<file path="src/rtl/bcd_pkg.sv">
// Shared types and segment patterns for the BCD scan display.
// Segment patterns are ordered {g,f,e,d,c,b,a} and are active-high.
package bcd_pkg;

    typedef logic [3:0] bcd_digit_t;
    typedef logic [6:0] seg7_t;

    localparam seg7_t SEG_0     = 7'b0111111;
    localparam seg7_t SEG_1     = 7'b0000110;
    localparam seg7_t SEG_2     = 7'b1011011;
    localparam seg7_t SEG_3     = 7'b1001111;
    localparam seg7_t SEG_4     = 7'b1100110;
    localparam seg7_t SEG_5     = 7'b1101101;
    localparam seg7_t SEG_6     = 7'b1111101;
    localparam seg7_t SEG_7     = 7'b0000111;
    localparam seg7_t SEG_8     = 7'b1111111;
    localparam seg7_t SEG_9     = 7'b1101111;
    localparam seg7_t SEG_DASH  = 7'b1000000;
    localparam seg7_t SEG_BLANK = 7'b0000000;

endpackage

</file>
<file path="src/rtl/bcd_to_seg7.sv">
// Combinational BCD to seven-segment decoder.
// Non-decimal codes 10..15 show a dash so corrupt counter values are visible.
module bcd_to_seg7
    import bcd_pkg::*;
(
    input  bcd_digit_t digit,
    input  logic       blank,
    output seg7_t      seg
);

    // Blanking wins over the digit value; otherwise look up the pattern.
    always_comb begin
        seg = SEG_DASH;
        if (blank) begin
            seg = SEG_BLANK;
        end else begin
            case (digit)
                4'd0:    seg = SEG_0;
                4'd1:    seg = SEG_1;
                4'd2:    seg = SEG_2;
                4'd3:    seg = SEG_3;
                4'd4:    seg = SEG_4;
                4'd5:    seg = SEG_5;
                4'd6:    seg = SEG_6;
                4'd7:    seg = SEG_7;
                4'd8:    seg = SEG_8;
                4'd9:    seg = SEG_9;
                default: seg = SEG_DASH;
            endcase
        end
    end

endmodule

</file>
<file path="src/rtl/bcd_scan_disp.sv">
// Time-multiplexed seven-segment driver for a bank of BCD counters.
// A snapshot of bcd_in is scanned one digit per slot; the last cycle of each
// slot is driven dark so the previous digit never ghosts onto the next one.
module bcd_scan_disp
    import bcd_pkg::*;
#(
    parameter int NUM_DIGITS = 4,
    parameter int PRESCALE   = 1000
) (
    input  logic                    clk,
    input  logic                    reset,
    input  logic [4*NUM_DIGITS-1:0] bcd_in,
    input  logic                    load,
    input  logic                    blank_lz,
    output logic [6:0]              seg,
    output logic [NUM_DIGITS-1:0]   dig_sel,
    output logic                    tick
);

    localparam int PRE_W = $clog2(PRESCALE);
    localparam int IDX_W = (NUM_DIGITS > 1) ? $clog2(NUM_DIGITS) : 1;
    localparam logic [PRE_W-1:0] PRE_LAST = PRE_W'(PRESCALE - 1);
    localparam logic [IDX_W-1:0] IDX_LAST = IDX_W'(NUM_DIGITS - 1);

    logic [PRE_W-1:0]        pre;
    logic [IDX_W-1:0]        idx;
    logic [4*NUM_DIGITS-1:0] shadow;
    logic [NUM_DIGITS-1:0]   lz_mask;
    logic [NUM_DIGITS-1:0]   onehot;
    bcd_digit_t              cur_digit;
    logic                    cur_blank;
    seg7_t                   seg_next;

    assign tick = (pre == PRE_LAST);

    // Prescaler, digit index and the snapshot register the display reads from.
    always_ff @(posedge clk or negedge reset) begin
        if (!reset) begin
            pre    <= '0;
            idx    <= '0;
            shadow <= '0;
        end else begin
            if (tick) begin
                pre <= '0;
                if (idx == IDX_LAST) begin
                    idx <= '0;
                end else begin
                    idx <= idx + 1'b1;
                end
            end else begin
                pre <= pre + 1'b1;
            end
            if (load) begin
                shadow <= bcd_in;
            end
        end
    end

    // A digit above position 0 is a leading zero when it and every digit above it are zero.
    always_comb begin
        logic run;
        lz_mask = '0;
        run     = 1'b1;
        for (int i = NUM_DIGITS - 1; i >= 1; i--) begin
            run        = run & (shadow[4*i +: 4] == 4'd0);
            lz_mask[i] = run;
        end
    end

    // Select the digit under scan, its blanking flag and its one-hot enable.
    always_comb begin
        cur_digit = shadow[3:0];
        cur_blank = 1'b0;
        onehot    = '0;
        for (int i = 0; i < NUM_DIGITS; i++) begin
            if (idx == IDX_W'(i)) begin
                cur_digit = shadow[4*i +: 4];
                cur_blank = blank_lz & lz_mask[i];
                onehot[i] = 1'b1;
            end
        end
    end

    bcd_to_seg7 u_dec (
        .digit (cur_digit),
        .blank (cur_blank),
        .seg   (seg_next)
    );

    // Registered outputs; the tick cycle is followed by one dark cycle.
    always_ff @(posedge clk or negedge reset) begin
        if (!reset) begin
            seg     <= '0;
            dig_sel <= '0;
        end else if (tick) begin
            seg     <= '0;
            dig_sel <= '0;
        end else begin
            seg     <= seg_next;
            dig_sel <= onehot;
        end
    end

endmodule

</file>
<file path="config.mk">
export PLATFORM = sky130hd
export DESIGN_NAME = bcd_scan_disp
export DESIGN_NICKNAME = d
export VERILOG_FILES = /design/src/rtl/bcd_pkg.sv /design/src/rtl/bcd_to_seg7.sv /design/src/rtl/bcd_scan_disp.sv
export SDC_FILE = /design/constraint.sdc
export NUM_CORES = 1
export LEC_CHECK = 0
export CAP_MARGIN = 10
export CORE_MARGIN = 2
export CORE_UTILIZATION = 44
export CTS_CLUSTER_DIAMETER = 150
export DETAILED_ROUTE_END_ITERATION = 10
export PLACE_DENSITY_LB_ADDON = 0.3
export SETUP_SLACK_MARGIN = 0.15
export SLEW_MARGIN = 30
export SYNTH_ARGS = -nofsm -noshare
export SYNTH_HDL_FRONTEND = slang
export SYNTH_HIERARCHICAL = 1
export SYNTH_SLANG_ARGS = --single-unit
</file>
<file path="constraint.sdc">
create_clock -name clk -period 4.2 [get_ports clk]
set_clock_uncertainty 0.2 [all_clocks]
set_input_delay 0.84 -clock clk [delete_from_list [all_inputs] [get_ports clk]]
set_output_delay 0.84 -clock clk [all_outputs]
set_load 0.02 [all_outputs]
</file>
==> impl_metrics.yaml, run 1 <==
critical_path:
  crit_start: "pre[0]"
  crit_path_start_kind: "register"
  timing.critical_path.arrival_ps: 2360
  crit_path_top_delay_cell: "clkdlybuf4s50_1"
  critical_path_depth_in_cells: 5
  critPathBufInv: 1
  reg2reg_path_depth: 11
  crit_required_ps: 3160
  critical_path.max_fanout: 18
  beginning_of_the_worst_register_to_register_path: "idx[1]"
  critPathMaxStageDelay_ps: 680
  worstSetupPathType: "reg -> out"
  path_cells: "ha_1 > and4bb_1 > nand3_2 > nor2_4 > clkdlybuf4s50_1"
  worst_setup_path_end_kind: "output port"
  path_delay_family: "simple AND/OR/NAND/NOR gates"
sta:
  finalHoldViolations: 0
  finalSetupViolations: 0
  finalHoldWorstSlack_ps: 284
  max_slew_margin: 0.456
  max_freq_mhz: 294
  drv_slew: 0
  period_needed_ps: 3400
  fin_setup_tns_ps: 0
  grt_setup_unrepaired: "false"
  worst_slew_pin_slew_ps: 816
  min_period_over_period: 0.809
yosys:
  syn_nets: 207
  synth_top_area_frac: 0.502
  synth.ff_latch_count: 39
  synth_edf_count: 0
  combinational_family_with_the_most_area_after_synthesis: "simple AND/OR/NAND/NOR gates"
  synth_simple_gate_area_share: 0.168
  synth-main-ff-cell: "dfrtp_1"
  post_synth_num_cell_types: 40
  synth_top_cell_by_area: "dfrtp_1"
  post_synthesis_adder_cell_area_fraction: 0.0643
  netlist_top_cells_area: "dfrtp_1 50%, mux2_2 9.8%, ha_1 6.4%, nor2b_1 3.5%, nor2_1 3.3%"
  yosysSeqAreaShare: 0.502
  synthXorXnorAreaFrac: 0.0180
  synth.cell_area_mm2: 0.00195
  synth.mux.area_fraction: 0.119
  synth_compound_gate_area_share: 0.0939
  most_frequently_used_cell_type_in_the_post_synthesis_netlist: "dfrtp_1"
  synth_cells: 177
  avg_inst_size_synth_um2: 11.0
  synth.top_cells.by_count: "39 x dfrtp_1, 17 x mux2_2, 17 x nor2_1"
  warnings_from_yosys: 6
  synth_async_sr_flop_share: 1.00
detailed_routing:
  route.detailed.drc: 0
  total_via_count_in_the_routed_design: 1353
  totalWireLength_mm: 3.27
  via_per_inst: 5.18
  postRouteAntennaNets: 0
  wl_per_cell_um: 12.5
  dr.pass1.iters: 4
  drt-initial-drc-count: 50
global_route:
  grt.met3_usage: 0.0476
  number_of_global_route_vias_before_repair: 1363
  gr-usage-all-layers: 0.152
  grt_overflow: 0
  grt_antenna_before_repair: 0
  top_usage_layer: "met2"
  globalRouteMet2Util: 0.252
  grt_pass1_wl_mm: 5.91
  grt_start_max_net_pins: 40
  global_route_met1_utilization: 0.181
pwr:
  p_leak_nw: 1.03
  ir_drop_v: 0.000207
  cellPowerDensity_mw_per_mm2: 354
cells_and_area:
  num_antenna_cells: 0
  layout.area.seq_um2: 976
  syn_to_final_growth_pct: 22.6
  area_of_the_multi_input_gates_um2: 901
  final_layout_size_suffix_gt1_frac: 0.148
  final_nets: 239
  final_core_utilization: 0.556
  fillCellCount: 377
floorplan:
  core_area_mm2: 0.00429
  std_cell_rows: 24
  io_pins: 32
  fp.dieH_um: 70.5
  die_width_um: 70.5
  floorplan.initialDensity: 0.453
  dieArea_mm2: 0.00497
clocking:
  clk_latency_ps: 300
  post-cts-setup-buffer-count: 0
  cts_hold_repair.buffers: 0
  number_of_cts_inserted_buffers: 5
  htree_levels: 2
  path_clk_slew_ps: 70
  root_buffer_cell: "clkbuf_8"
  cts.sink_count: 39
  cts_tree: "yes"
  post_cts.resized_instances: 0
  clk_path_buf_depth: 2
min_path:
  holdPathStages: 1
  min-delay-path-class: "reg -> reg"
  hold_path_startpoint: "pre[0]"
run:
  cap_violations: 0
place:
  io_buffer_count: 31
  post_detailed_placement_half_perimeter_wirelength_mm: 2.40
  place.gp.congestion: 0.892
outcome:
  run_status: "finished, final reports clean"
==> final cells by class <==
cell class | count | share of cell area
flip-flops and latches | 39 | 0.409
multi-input cells | 124 | 0.378
repair buffers | 32 | 0.131
clock buffers | 6 | 0.0304
well taps | 52 | 0.0273
clock inverters | 1 | 0.0126
inverters | 7 | 0.0121
==> sequential cells by signal (all words and copies together), names as in the netlist <==
register  count
shadow       16
seg           7
idx           2
dig_sel       4
pre          10
==> where the power goes <==
part	switching (mW)	leakage [nW]	internal [mW]	total (mW)
Clock	0.123	0.0513	0.174	0.297
Combinational	0.0613	0.502	0.0698	0.131
Sequential	0.0138	0.473	0.402	0.415
Total	0.198	1.03	0.646	0.844
==> cells in the final DEF (no fill, tap or decap), drive strengths merged, types with 3 or more instances in the layout <==
cell type and instances:
mux2i 4, o21bai 3, o21ai 6, mux2 17, nor4 3, a21oi 8, clkbuf 6, inv 7
a31oi 4, clkdlybuf4s50 30, nand3 5, nand2 12, nor2b 11, ha 10, dfrtp 39, nor2 18
==> layer usage <==
metal  wire length, um  vias up  share of wire
li1                  -      672              -
met1              1470      646           0.45
met2              1590       29           0.49
met3               148        6          0.045
met4                64        0          0.020
met5                 0        -              0
==> final timing paths <==
path / endpoint / slack (ps)
setup reg to reg: seg[0] / 1320
setup / recovery: tick / 800
hold / removal: pre[0] / 280
min in group asynchronous: shadow[5] / 440
hold reg to reg: pre[0] / 280
max in group asynchronous: seg[5] / 2840
==> through the flow <==
step	total power, mW	instances	worst slack [ps]	cell area, um^2
after detailed placement	0.556	254	1120	2280
after global placement	0.554	254	1150	2280
after global routing	0.880	261	664	2390
final	0.844	261	804	2390
after floorplan	0.496	177	1600	1950
after CTS	0.857	261	789	2390
==> cell families after synthesis <==
kind of cell             after synthesis
buffers and inverters                 14
adder cells (fa/ha/maj)               10
AO/OA/AOI/OAI                         29
flip-flops                            39
multiplexers                          21
XOR/XNOR                               4
AND/OR/NAND/NOR                       60
(Power assumes the default switching activity.)
==> run 2: changes to the inputs <==
==> constraint.sdc (replaced) <==
create_clock -name clk -period 2.7 [get_ports clk]
set_clock_uncertainty 0.2 [all_clocks]
set_input_delay 0.54 -clock clk [delete_from_list [all_inputs] [get_ports clk]]
set_output_delay 0.54 -clock clk [all_outputs]
set_load 0.02 [all_outputs]
==> impl_metrics.yaml, run 2 (same netlist as run 1, synthesis figures left out) <==
cells_and_area:
  most-common-layout-cells: "39 x dfrtp_1, 29 x clkdlybuf4s50_1, 17 x mux2_2"
  final_nets: 246
  syn_to_final_growth_pct: 25.6
  regs_by_ff_count: "shadow: 16 flops, pre: 10 flops, seg: 7 flops"
  num_antenna_cells: 0
  final_layout_size_suffix_gt1_frac: 0.217
  leading_cell_type_in_the_layout_fill_and_taps_excluded: "dfrtp_1"
  max_flop_register: "shadow"
  largest_register_ffs: 16
critical_path:
  critical_path_sink: "seg[0]"
  crit_start: "idx[0]"
  path_cells: "ha_4 > buf_4 > mux2i_1 > nor2_1 > a21oi_2 > o21ai_2 > inv_2 > ha_1 > or4_1 > o31ai_1 > and2b_1"
  worstSetupPathType: "reg -> reg"
  critPathMaxStageDelay_ps: 470
  rrSetupSlack_ps: 260
  reg2reg_to: "seg[0]"
  critical_path.max_fanout: 4
  worst_setup_path_end_kind: "register"
  reg2reg_path_depth: 11
  crit_path_start_kind: "register"
  crit_required_ps: 2730
  beginning_of_the_worst_register_to_register_path: "idx[0]"
  timing.critical_path.arrival_ps: 2460
  crit_path_top_delay_cell: "or4_1"
sta:
  fin_setup_tns_ps: 0
  grt_setup_unrepaired: "true"
  finalHoldViolations: 0
  worst_slew_pin_slew_ps: 839
  min_period_over_period: 0.903
  period_needed_ps: 2440
  max_slew_margin: 0.441
  finalSetupViolations: 0
  drv_slew: 0
  max_freq_mhz: 410
detailed_routing:
  drt-initial-drc-count: 51
  totalWireLength_mm: 3.42
  dr.pass1.iters: 4
  route.detailed.drc: 0
  wl_per_cell_um: 12.7
  total_via_count_in_the_routed_design: 1389
  via_per_inst: 5.16
  postRouteAntennaNets: 0
place:
  io_buffer_count: 31
  place.gp.congestion: 0.901
  post_detailed_placement_half_perimeter_wirelength_mm: 2.54
clocking:
  cts_tree: "yes"
  cts_hold_repair.buffers: 0
  clk_latency_ps: 290
  clk_path_buf_depth: 2
  number_of_cts_inserted_buffers: 5
  htree_levels: 2
  cts.sink_count: 39
  root_buffer_cell: "clkbuf_8"
  path_clk_slew_ps: 70
global_route:
  grt_antenna_before_repair: 0
  grt_start_max_net_pins: 40
  number_of_global_route_vias_before_repair: 1425
  grt_overflow: 0
  gr-usage-all-layers: 0.161
  grt_pass1_wl_mm: 6.22
floorplan:
  std_cell_rows: 24
  core_area_mm2: 0.00429
  die_width_um: 70.5
  io_pins: 32
  fp.dieH_um: 70.5
  dieArea_mm2: 0.00497
  floorplan.initialDensity: 0.453
pwr:
  p_leak_nw: 1.06
  ir_drop_v: 0.000324
  total_power_mw: 1.23
  cellPowerDensity_mw_per_mm2: 505
min_path:
  min-delay-path-class: "in -> async"
run:
  cap_violations: 0
outcome:
  run_status: "finished, final reports clean"
## run 2: changes by cell type in the layout (fill, tap and decap cells not counted), moves of 2 or more
cell | before | now
o21ai_0 | 4 | 0
ha_1 | 10 | 8
o21ai_2 | 0 | 2
o21ai_1 | 2 | 4
buf_4 | 1 | 8
## run 2: area by class of cell
class | count | area (um^2)
Tap cell | 52 | 65.1
Clock buffer | 7 | 76.3
Multi-Input combinational cell | 124 | 932
Timing Repair Buffer | 39 | 360
Clock inverter | 1 | 5.00
Inverter | 7 | 28.8
Fill cell | 402 | 1850
Sequential cell | 39 | 976
## run 2: repair_timing
action                     CTS  global route
pin swaps                    0             1
cloned                       0             0
gates resized for setup      3            12
setup endpoints to repair    2             8
buffers inserted             1             0
## run 2: how the worst min path moves through the flow
stage / startpoint / end / cells past startpoint
after floorplan: reset / dig_sel[0] / 0
after global placement: pre[0] / pre[0] / 1
after detailed placement: pre[0] / pre[0] / 1
after CTS: reset / pre[7] / 1
after global routing: reset / pre[7] / 1
final: reset / pre[5] / 1
## run 2: stage by stage
stage                     setup WS [ps]   util  instance area (um^2)  instances  hold WS, ps
after floorplan                     234      -                  1950        177         44.4
after global placement              184  0.542                  2330        260          277
after detailed placement            130  0.542                  2330        260          308
after CTS                           153  0.563                  2420        269          182
after global routing               88.4  0.569                  2440        269          216
final                               262  0.569                  2440        269          148
## run 2: worst max-delay path: cells and delay by family (launching register included)
kind            cells  cell delay, ps
compound gates      3             270
fa+ha+maj           2             370
buf+inv             2             210
flops               1             440
mux                 1             120
simple gates        3             770
## run 2: metal layers
metal / global-route usage / up-vias / part of all wire
met2: 0.260 / 29 / 0.48
met3: 0.0462 / 5 / 0.046
met1: 0.203 / 665 / 0.46
met5: 0 / - / 0
li1: - / 690 / -
met4: 0.0598 / 0 / 0.014
## run 2: where the power goes
part           internal (mW)  total, mW  switching (mW)  leakage (nW)
logic                  0.116      0.214          0.0982         0.542
registers              0.625      0.648          0.0227         0.473
clock network          0.181      0.372           0.191        0.0422
==> run 3: changes to the inputs <==
--- a/config.mk
+++ b/config.mk
@@ -12,6 +12,7 @@
 export DETAILED_ROUTE_END_ITERATION = 10
 export PLACE_DENSITY_LB_ADDON = 0.3
 export SETUP_SLACK_MARGIN = 0.15
+export SKIP_LAST_GASP = 1
 export SLEW_MARGIN = 30
 export SYNTH_ARGS = -nofsm -noshare
 export SYNTH_HDL_FRONTEND = slang
==> results of run 3 <==
Same layout as run 2: the final DEF is identical, and so are final timing and power.
